[src/rtl/btn_events.sv]
// Button gesture decoder: turns the debounced active-low button level into
// single-cycle press / click / long / repeat / release pulses plus a held level.
module btn_events #(
    parameter int CNT_W    = 25,
    parameter int LONG_T   = 25175000,
    parameter int REPEAT_T = 5035000
) (
    input  logic clk,
    input  logic rst_n,
    input  logic btn_n,
    output logic press_p,
    output logic click_p,
    output logic long_p,
    output logic rep_p,
    output logic rel_p,
    output logic held
);

    typedef enum logic [1:0] {
        ST_WAIT    = 2'd0,
        ST_IDLE    = 2'd1,
        ST_PRESSED = 2'd2,
        ST_REPEAT  = 2'd3
    } state_t;

    localparam logic [CNT_W-1:0] LONG_LAST   = CNT_W'(LONG_T - 1);
    localparam logic [CNT_W-1:0] REPEAT_LAST = CNT_W'(REPEAT_T - 1);

    state_t           state_q, state_d;
    logic [CNT_W-1:0] cnt_q, cnt_d;
    logic             press_q, press_d;
    logic             click_q, click_d;
    logic             long_q, long_d;
    logic             rep_q, rep_d;
    logic             rel_q, rel_d;
    logic             held_q, held_d;

    always_ff @(posedge clk or negedge rst_n) begin
        if (!rst_n) begin
            state_q <= ST_WAIT;
            cnt_q   <= '0;
            press_q <= 1'b0;
            click_q <= 1'b0;
            long_q  <= 1'b0;
            rep_q   <= 1'b0;
            rel_q   <= 1'b0;
            held_q  <= 1'b0;
        end else begin
            state_q <= state_d;
            cnt_q   <= cnt_d;
            press_q <= press_d;
            click_q <= click_d;
            long_q  <= long_d;
            rep_q   <= rep_d;
            rel_q   <= rel_d;
            held_q  <= held_d;
        end
    end

    // The state itself remembers the previous button level, so no separate
    // edge detector is needed.
    always_comb begin
        state_d = state_q;
        cnt_d   = cnt_q;
        press_d = 1'b0;
        click_d = 1'b0;
        long_d  = 1'b0;
        rep_d   = 1'b0;
        rel_d   = 1'b0;

        unique case (state_q)
            ST_WAIT: begin
                if (btn_n) state_d = ST_IDLE;
            end
            ST_IDLE: begin
                if (!btn_n) begin
                    press_d = 1'b1;
                    cnt_d   = '0;
                    state_d = ST_PRESSED;
                end
            end
            ST_PRESSED: begin
                if (btn_n) begin
                    click_d = 1'b1;
                    rel_d   = 1'b1;
                    state_d = ST_IDLE;
                end else if (cnt_q == LONG_LAST) begin
                    long_d  = 1'b1;
                    cnt_d   = '0;
                    state_d = ST_REPEAT;
                end else begin
                    cnt_d = cnt_q + CNT_W'(1);
                end
            end
            ST_REPEAT: begin
                if (btn_n) begin
                    rel_d   = 1'b1;
                    state_d = ST_IDLE;
                end else if (cnt_q == REPEAT_LAST) begin
                    rep_d = 1'b1;
                    cnt_d = '0;
                end else begin
                    cnt_d = cnt_q + CNT_W'(1);
                end
            end
            default: state_d = ST_WAIT;
        endcase

        held_d = (state_d == ST_PRESSED) || (state_d == ST_REPEAT);
    end

    assign press_p = press_q;
    assign click_p = click_q;
    assign long_p  = long_q;
    assign rep_p   = rep_q;
    assign rel_p   = rel_q;
    assign held    = held_q;

endmodule

[config.mk]
export PLATFORM = sky130hd
export DESIGN_NAME = btn_events
export DESIGN_NICKNAME = d
export VERILOG_FILES = /design/src/rtl/btn_events.sv
export SDC_FILE = /design/constraint.sdc
export NUM_CORES = 1
export LEC_CHECK = 0
export ABC_AREA = 1
export CAP_MARGIN = 25
export CORE_AREA = 2 2 90 92
export DETAILED_ROUTE_END_ITERATION = 16
export DIE_AREA = 0 0 92 94
export PLACE_DENSITY = 0.56
export SLEW_MARGIN = 20
export SYNTH_ARGS = -nofsm -noshare
export SYNTH_HDL_FRONTEND = slang
export SYNTH_SLANG_ARGS = --single-unit
export TNS_END_PERCENT = 30
[constraint.sdc]
create_clock -name clk -period 2.3 [get_ports clk]
set_clock_uncertainty 0.15 [all_clocks]
set_input_delay 0.46 -clock clk [delete_from_list [all_inputs] [get_ports clk]]
set_output_delay 0.46 -clock clk [all_outputs]
set_load 0.005 [all_outputs]
==> impl_summary.txt, run 1 <==
----------------------------------------------------
[Status]
  Result of the run ... complete, no violations

[Logic synthesis]
  Mapped Cells ... 330
  Total number of yosys warnings ... 0
  Area share of the largest cell type after synthesis ... 0.371
  Mapped Avg Cell Area ... just under 7 um2
  Cell types occupying the most area after synthesis ... sky130_fd_sc_hd__dfrtp_1 37%, sky130_fd_sc_hd__nand2_1 15%, sky130_fd_sc_hd__inv_1 12%
  Mapped Nets ... approximately 340
  Summed instance area of the synthesized netlist ... around 2200 um2
  Sequential-to-total area share from yosys stat ... 0.371
  Register bit total from synthesis ... 33
  Post-synth cell types ... 25
  Cell accounting for the most synthesized area ... sky130_fd_sc_hd__dfrtp_1

[Setup path]
  Flop-to-flop setup slack ... between 0.2 and 0.3 ns
  RR Startpoint ... state_q[0]$_DFF_PN0_
  Capture instance of the worst register-to-register path ... cnt_q[16]$_DFFE_PN0P_
  Number of cell instances on the worst register-to-register path ... 12
  Data required, critical path ... ~2.3 ns
  Endpoint type of the worst setup path ... register
  Crit start category ... register
  Worst endpoint data arrival time ... between 2 and 2.5 ns
  Crit Path Category ... reg2reg
  Maximum fanout along the worst path ... 8

[Pwr]
  Combinational group share of total power ... 0.397
  Switching fraction of total power ... 0.381
  Power share of the clock group ... 0.240
  Switching component of the power ... around 0.00070 W
  Internal power contribution ... approximately 0.0011 W
  Sequential fraction of design power ... 0.362
  LEAKAGE ... roughly 1.4 nW
  Power consumption ... roughly 0.0018 W
  VDD IR max ... about 0.00049 V
  Power Density ... 737 nW/um2

[Clocking]
  Number of buffers added for setup after CTS ... 0
  Maximum root-to-sink buffer count ... 2
  Cell at the root of the clock tree ... sky130_fd_sc_hd__clkbuf_8
  H-tree depth reported by CTS ... 2
  Number of buffers inserted for hold repair after clock tree synthesis ... 0
  CTS tree ... built
  Inserted Clock Buffers ... 5
  Clock sink count ... 33
  Resize count post-CTS ... 0
  Clock transition time at the flip-flop clock pins of the worst setup and hold paths ... roughly 0.070 ns
  Clock latency reported for the late side of the worst-skew pair ... between 0.2 and 0.3 ns

[Routing]
  Routed met2 length ... around 2300 um
  Wire length after detailed routing ... around 5000 um
  DR top layer ... met4
  Number of detailed-routing iterations run before antenna repair ... 4
  Average wire per standard cell ... approximately 11 um
  Total DRC errors in the routed layout ... 0
  Via count ... 1899
  Wire length on met3 ... ~160 um
  Routed metal-1 wire length ... between 2000 and 2500 um
  Post-DRT Antenna Nets ... 0
  Drt initial violations ... 85
  Vias per cell ... 4.24

[Layout]
  Fill cells ... a little under 900
  Area added between synthesis and finish ... 12.8%
  Post-route cell area ... approximately 2500 um2
  Count of antenna diodes in the layout ... 0
  Utilization of the core after routing ... 0.330
  Final-stage net count ... between 300 and 400
  Most common cell after layout, fill and taps aside ... sky130_fd_sc_hd__nand2_1
  Fraction of layout cells with a size suffix above 1 ... 0.107
  Leading cell types in the layout, fill and taps excluded ... 88 x sky130_fd_sc_hd__nand2_1, 74 x sky130_fd_sc_hd__inv_1, 44 x sky130_fd_sc_hd__nor2_1

[Timing]
  Unrepaired setup endpoints after global routing ... false
  Number of endpoints with negative hold slack in the final report ... 0
  Slew at the pin closest to its max-slew limit ... 0.781 ns
  Peak Freq ... 0.489 GHz
  Time the final worst path needs with I/O delays and setup ... 2.04 ns
  Final Max Tran Viols ... 0
  Final period util ... 0.888
  Aggregate negative setup slack ... 0 ns
  Final setup violation count ... 0
  Worst slew slack as a fraction of its limit ... 0.480

[Floorplan]
  Horiz. Die Dim ... between 90 and 100 um
  Number of rows created at floorplan ... 32
  Io pins ... 9
  Height of the die ... 94 um
  Initial standard-cell utilization of the core ... 0.292
  Area of the die ... ~8600 um2
  Core Area ... approximately 7600 um2

[Global routing]
  Maximum number of pins on one net before global-route repair ... 34
  Gr usage total ... 0.128
  Wire length of the first global-routing pass ... 8740 um
  Vias in the first global route ... 1855
  Initial antenna violation count ... 0
  Residual overflow from global routing ... 0

[Placement]
  Placement Cell Area ... 2420 um2
  Final Wtd Congestion ... around 0.86
  Total of buffers placed on input and output ports ... 8
  Half-perimeter wire length of the detailed placement result ... about 3800 um

[Run]
  Max-capacitance violation count ... 0

[Hold path]
  Worst hold-check path type ... in2async

----------------------------------------------------
-- per-stage QoR --
step / hold WS (ns) / std cells / worst slack (ns)
final: 0.105 / 448 / 0.257
after global routing: 0.165 / 448 / 0.0428
after CTS: 0.127 / 448 / 0.231
after detailed placement: 0.351 / 441 / 0.0106
after global placement: 0.354 / 441 / 0.0506
after floorplan: 0.0144 / 330 / 0.510
-- synthesized netlist by cell type (all sizes together) --
library cell and n:
a31oi 1, o22ai 1, clkinv 1, nand4 10, or2 2, ha 5
buf 5, nand3 28, nor2 52, xor2 7, nand2 96, xnor2 2
o21ai 6, inv 77, o21bai 1, nor3 3, dfrtp 33
-- final cells by class --
cell class	count	area, um2	area share
inverters	78	293	0.117
clock buffers	7	86.3	0.0344
repair buffers	14	120	0.0479
well taps	102	128	0.0509
flip-flops and latches	33	826	0.329
multi-input cells	214	1050	0.421
-- worst max path at each step --
stage | from | to
finish | state_q[0]$_DFF_PN0_ | cnt_q[16]$_DFFE_PN0P_
global route | state_q[0]$_DFF_PN0_ | cnt_q[14]$_DFFE_PN0P_
CTS | state_q[0]$_DFF_PN0_ | cnt_q[16]$_DFFE_PN0P_
detailed placement | btn_n | cnt_q[12]$_DFFE_PN0P_
global placement | btn_n | cnt_q[16]$_DFFE_PN0P_
floorplan | state_q[0]$_DFF_PN0_ | cnt_q[19]$_DFFE_PN0P_
-- metal layers --
layer,global-route usage,vias up
li1,-,1007
met1,0.170,864
met2,0.214,23
met3,0.0345,5
met4,0.0224,0
met5,0,-
-- critical path, stage by stage (launching register included) --
cell and delay, ns:
sky130_fd_sc_hd__dfrtp_1 0.39, sky130_fd_sc_hd__inv_1 0.10, sky130_fd_sc_hd__ha_1 0.29, sky130_fd_sc_hd__nand2_2 0.09, sky130_fd_sc_hd__nand2_1 0.08, sky130_fd_sc_hd__nor2_4 0.24, sky130_fd_sc_hd__nand2_2 0.13, sky130_fd_sc_hd__nor2_4 0.18
sky130_fd_sc_hd__nand3_1 0.10, sky130_fd_sc_hd__nand2_1 0.08, sky130_fd_sc_hd__inv_1 0.04, sky130_fd_sc_hd__nand2_1 0.04, sky130_fd_sc_hd__inv_1 0.03
-- registers in the layout (all words and copies together), names as in the netlist --
name     cells
long_p       1
rel_p        1
rep_p        1
held         1
press_p      1
cnt_q       25
state_q      2
click_p      1
-- power groups by stage --
stage / clock network [W] / registers [W] / logic [W]
after CTS: 0.000466 / 0.000671 / 0.000751
after floorplan: 0 / 0.000677 / 0.000560
after global routing: 0.000495 / 0.000677 / 0.000831
after detailed placement: 0 / 0.000681 / 0.000749
final: 0.000444 / 0.000670 / 0.000734
after global placement: 0 / 0.000679 / 0.000746
-- cells by family after synthesis --
kind of cell,share of synthesized area
simple gates,0.388
buf+inv,0.154
flops,0.371
compound gates,0.0225
xor+xnor,0.0355
fa+ha+maj,0.0281
Power figures use the tool's default switching activity.
==> run 2, diff against run 1 <==
CORE_AREA = 5 5 93 95   (was 2 2 90 92)
DIE_AREA = 0 0 98 100   (was 0 0 92 94)
==> run 2 against run 1 <==
Sequential power barely moved; wire length fell by 4.1%; clock power rose by 29%; final area rose by 1.0%; die area rose by 13%; critical path type unchanged; critical endpoint is now cnt_q[2]$_DFFE_PN0P_; largest cell class unchanged; largest power group unchanged; highest routed layer unchanged.
==> impl_summary.txt, run 2 (synthesis gave the netlist of run 1 again) <==
----------------------------------------------------
[Setup path]
  List of cells traversed by the critical path ... inv_1 -> ha_1 -> nand2_2 -> nand2_1 -> nor2_4 -> buf_4 -> nand3_4 -> inv_1 -> nor2_1
  Crit start category ... register
  Crit Path Category ... reg2reg
  Maximum fanout along the worst path ... 21 (+13)
  RR Startpoint ... state_q[0]$_DFF_PN0_
  Stage delay of the slowest cell on the critical path ... 0.39 ns (about the same)
  Worst endpoint data arrival time ... 2.07 ns (about the same)
  Start point of the critical path ... state_q[0]$_DFF_PN0_
  Data required, critical path ... 2.33 ns (about the same)
  Crit path max-delay cell type ... sky130_fd_sc_hd__dfrtp_1
  Endpoint type of the worst setup path ... register
  Most prevalent standard cell on the critical path ... sky130_fd_sc_hd__inv_1

[Pwr]
  Power share of the clock group ... 0.296 (+0.056)
  Switching fraction of total power ... 0.360 (-0.0207)
  Sequential fraction of design power ... 0.347 (-0.015)
  Power consumption ... 0.00193 W (+4.6%)
  Internal power contribution ... 0.00124 W (+8.1%)
  Power Density ... 763 nW/um2 (+3.6%)
  LEAKAGE ... 1.43 nW (+0.63%)
  Switching component of the power ... 0.000697 W (-1.0%)
  Combinational group share of total power ... 0.357 (-0.040)
  VDD IR max ... 0.000865 V (+75%)

[Clocking]
  H-tree depth reported by CTS ... 2 (unchanged)
  Cell at the root of the clock tree ... sky130_fd_sc_hd__clkbuf_8
  Maximum root-to-sink buffer count ... 2 (unchanged)
  Resize count post-CTS ... 0 (unchanged)
  Inserted Clock Buffers ... 5 (unchanged)
  Clock transition time at the flip-flop clock pins of the worst setup and hold paths ... 0.07 ns (about the same)
  CTS tree ... built
  Clock sink count ... 33 (unchanged)
  Number of buffers inserted for hold repair after clock tree synthesis ... 0 (unchanged)
  Number of buffers added for setup after CTS ... 0 (unchanged)
  Clock latency reported for the late side of the worst-skew pair ... 0.29 ns (about the same)

[Global routing]
  Gr usage total ... 0.106 (-0.0224)
  Vias in the first global route ... 1895 (+2.2%)
  Initial antenna violation count ... 0 (unchanged)
  Residual overflow from global routing ... 0 (unchanged)
  Maximum number of pins on one net before global-route repair ... 34 (unchanged)
  Wire length of the first global-routing pass ... 8630 um (-1.3%)

[Layout]
  Fraction of layout cells with a size suffix above 1 ... 0.110 (+0.00289)
  Registers with the most flip-flops ... cnt_q: 25 flops, state_q: 2 flops
  Fill cells ... 833 (-5.9%)
  Area added between synthesis and finish ... 14.0%
  Leading cell types in the layout, fill and taps excluded ... 88 x sky130_fd_sc_hd__nand2_1, 74 x sky130_fd_sc_hd__inv_1, 44 x sky130_fd_sc_hd__nor2_1
  Largest reg by FF count ... cnt_q
  Count of antenna diodes in the layout ... 0 (unchanged)
  Final-stage net count ... 353 (-0.28%)
  Most common cell after layout, fill and taps aside ... sky130_fd_sc_hd__nand2_1
  Non-filler instance count after layout ... 448 (unchanged)
  Max reg flops ... 25 (unchanged)

[Floorplan]
  Area of the die ... 9800 um2 (+13%)
  Initial standard-cell utilization of the core ... 0.291 (-0.00153)
  Horiz. Die Dim ... 98 um (+6.5%)
  Core Area ... 7650 um2 (+0.53%)
  Io pins ... 9 (unchanged)
  Height of the die ... 100 um (+6.4%)
  Number of rows created at floorplan ... 32 (unchanged)

[Placement]
  Half-perimeter wire length of the detailed placement result ... 3710 um (-3.5%)
  Total of buffers placed on input and output ports ... 8 (unchanged)
  Final Wtd Congestion ... 0.928 (+7.9%)
  Post-Place Cells ... 440 (-0.23%)

[Timing]
  Final period util ... 0.885 (-0.00353)
  Number of endpoints with negative hold slack in the final report ... 0 (unchanged)
  Final setup violation count ... 0 (unchanged)
  Time the final worst path needs with I/O delays and setup ... 2.04 ns (-0.00811 ns)
  Peak Freq ... 0.491 GHz (+0.40%)
  Aggregate negative setup slack ... 0 ns (unchanged)
  Worst slew slack as a fraction of its limit ... 0.516 (+0.0369)
  Slew at the pin closest to its max-slew limit ... 0.725 ns (-0.0553 ns)
  Final Max Tran Viols ... 0 (unchanged)
  Unrepaired setup endpoints after global routing ... false
  Hold slack final ... 0.0739 ns (-0.0308 ns)

[Routing]
  Via count ... 1917 (+0.95%)
  Wire length after detailed routing ... 4750 um (-4.1%)
  Number of detailed-routing iterations run before antenna repair ... 4 (unchanged)
  Drt initial violations ... 132 (+55%)
  Wire length on met3 ... 157 um (-3.7%)
  Total DRC errors in the routed layout ... 0 (unchanged)
  Average wire per standard cell ... 10.6 um (-4.1%)
  Vias per cell ... 4.28 (+0.95%)
  Post-DRT Antenna Nets ... 0 (unchanged)
  Routed met2 length ... 2230 um (-3.4%)
  Routed metal-1 wire length ... 2310 um (-5.5%)
  DR top layer ... met4

[Hold path]
  Worst hold-check path type ... in2async

[Status]
  Result of the run ... complete, no violations

[Run]
  Max-capacitance violation count ... 0 (unchanged)

----------------------------------------------------
run 2: cell count changes in the layout (fill, tap and decap cells not counted):
cell | before | now
sky130_fd_sc_hd__buf_4 | 6 | 5
sky130_fd_sc_hd__bufinv_16 | 0 | 1
sky130_fd_sc_hd__clkbuf_1 | 1 | 0
sky130_fd_sc_hd__clkinvlp_4 | 0 | 1
run 2: final timing paths:
kind                       slack (ns)                     to  depth (start not counted)
max                              0.26   cnt_q[2]$_DFFE_PN0P_                          9
min                              0.07   cnt_q[3]$_DFFE_PN0P_                          1
max reg2reg                      0.26   cnt_q[2]$_DFFE_PN0P_                          9
min reg2reg                      0.37   cnt_q[1]$_DFFE_PN0P_                          2
max in group asynchronous        1.46  cnt_q[19]$_DFFE_PN0P_                          1
min in group clk                 0.37   cnt_q[1]$_DFFE_PN0P_                          2
run 2: worst max-delay path: cells and delay by family (launching register included):
family	cells	cell delay, ns
AND/OR/NAND/NOR	5	0.66
buffers and inverters	3	0.45
adder cells (fa/ha/maj)	1	0.29
flip-flops	1	0.39
run 2: area by class of cell:
cell class / count / area [um2] / share of cell area
clock inverter: 2 / 37.5 / 0.0148
clock buffer: 6 / 82.6 / 0.0326
multi-input combinational: 214 / 1050 / 0.416
sequential: 33 / 826 / 0.326
timing repair buffer: 13 / 113 / 0.0444
tap: 102 / 128 / 0.0504
inverter: 78 / 293 / 0.116
run 2: power groups by stage:
stage / Sequential, W / Clock (W) / Combinational [W]
final: 0.000672 / 0.000572 / 0.000690
after global routing: 0.000680 / 0.000626 / 0.000789
after CTS: 0.000671 / 0.000596 / 0.000701
after detailed placement: 0.000682 / 0 / 0.000702
after global placement: 0.000680 / 0 / 0.000700
after floorplan: 0.000677 / 0 / 0.000560
run 2: metrics by stage:
| step | setup slack [ns] | area [um2] | utilization |
|---|---|---|---|
| after floorplan | 0.510 | 2220 | - |
| after global placement | 0.102 | 2410 | 0.316 |
| after detailed placement | 0.0565 | 2410 | 0.316 |
| after CTS | 0.233 | 2530 | 0.331 |
| after global routing | 0.00782 | 2530 | 0.331 |
| final | 0.265 | 2530 | 0.331 |
run 2: layer usage:
metal  up-vias  GRT usage
met5         -          0
met4         0     0.0298
met3         7     0.0243
met2        25      0.178
met1       877      0.137
li1       1008          -
==> run 3, diff against run 2 <==
==> constraint.sdc (replaced) <==
create_clock -name clk -period 2.3 [get_ports clk]
set_clock_uncertainty 0.15 [all_clocks]
set_input_delay 0.46 -clock clk [delete_from_list [all_inputs] [get_ports clk]]
set_output_delay 0.46 -clock clk [all_outputs]
set_load 0.01 [all_outputs]
==> results of run 3 <==
The final DEF is identical to that of run 2. Status: complete, no violations.
Among the figures that moved: total power 0.00193 W -> 0.00194 W
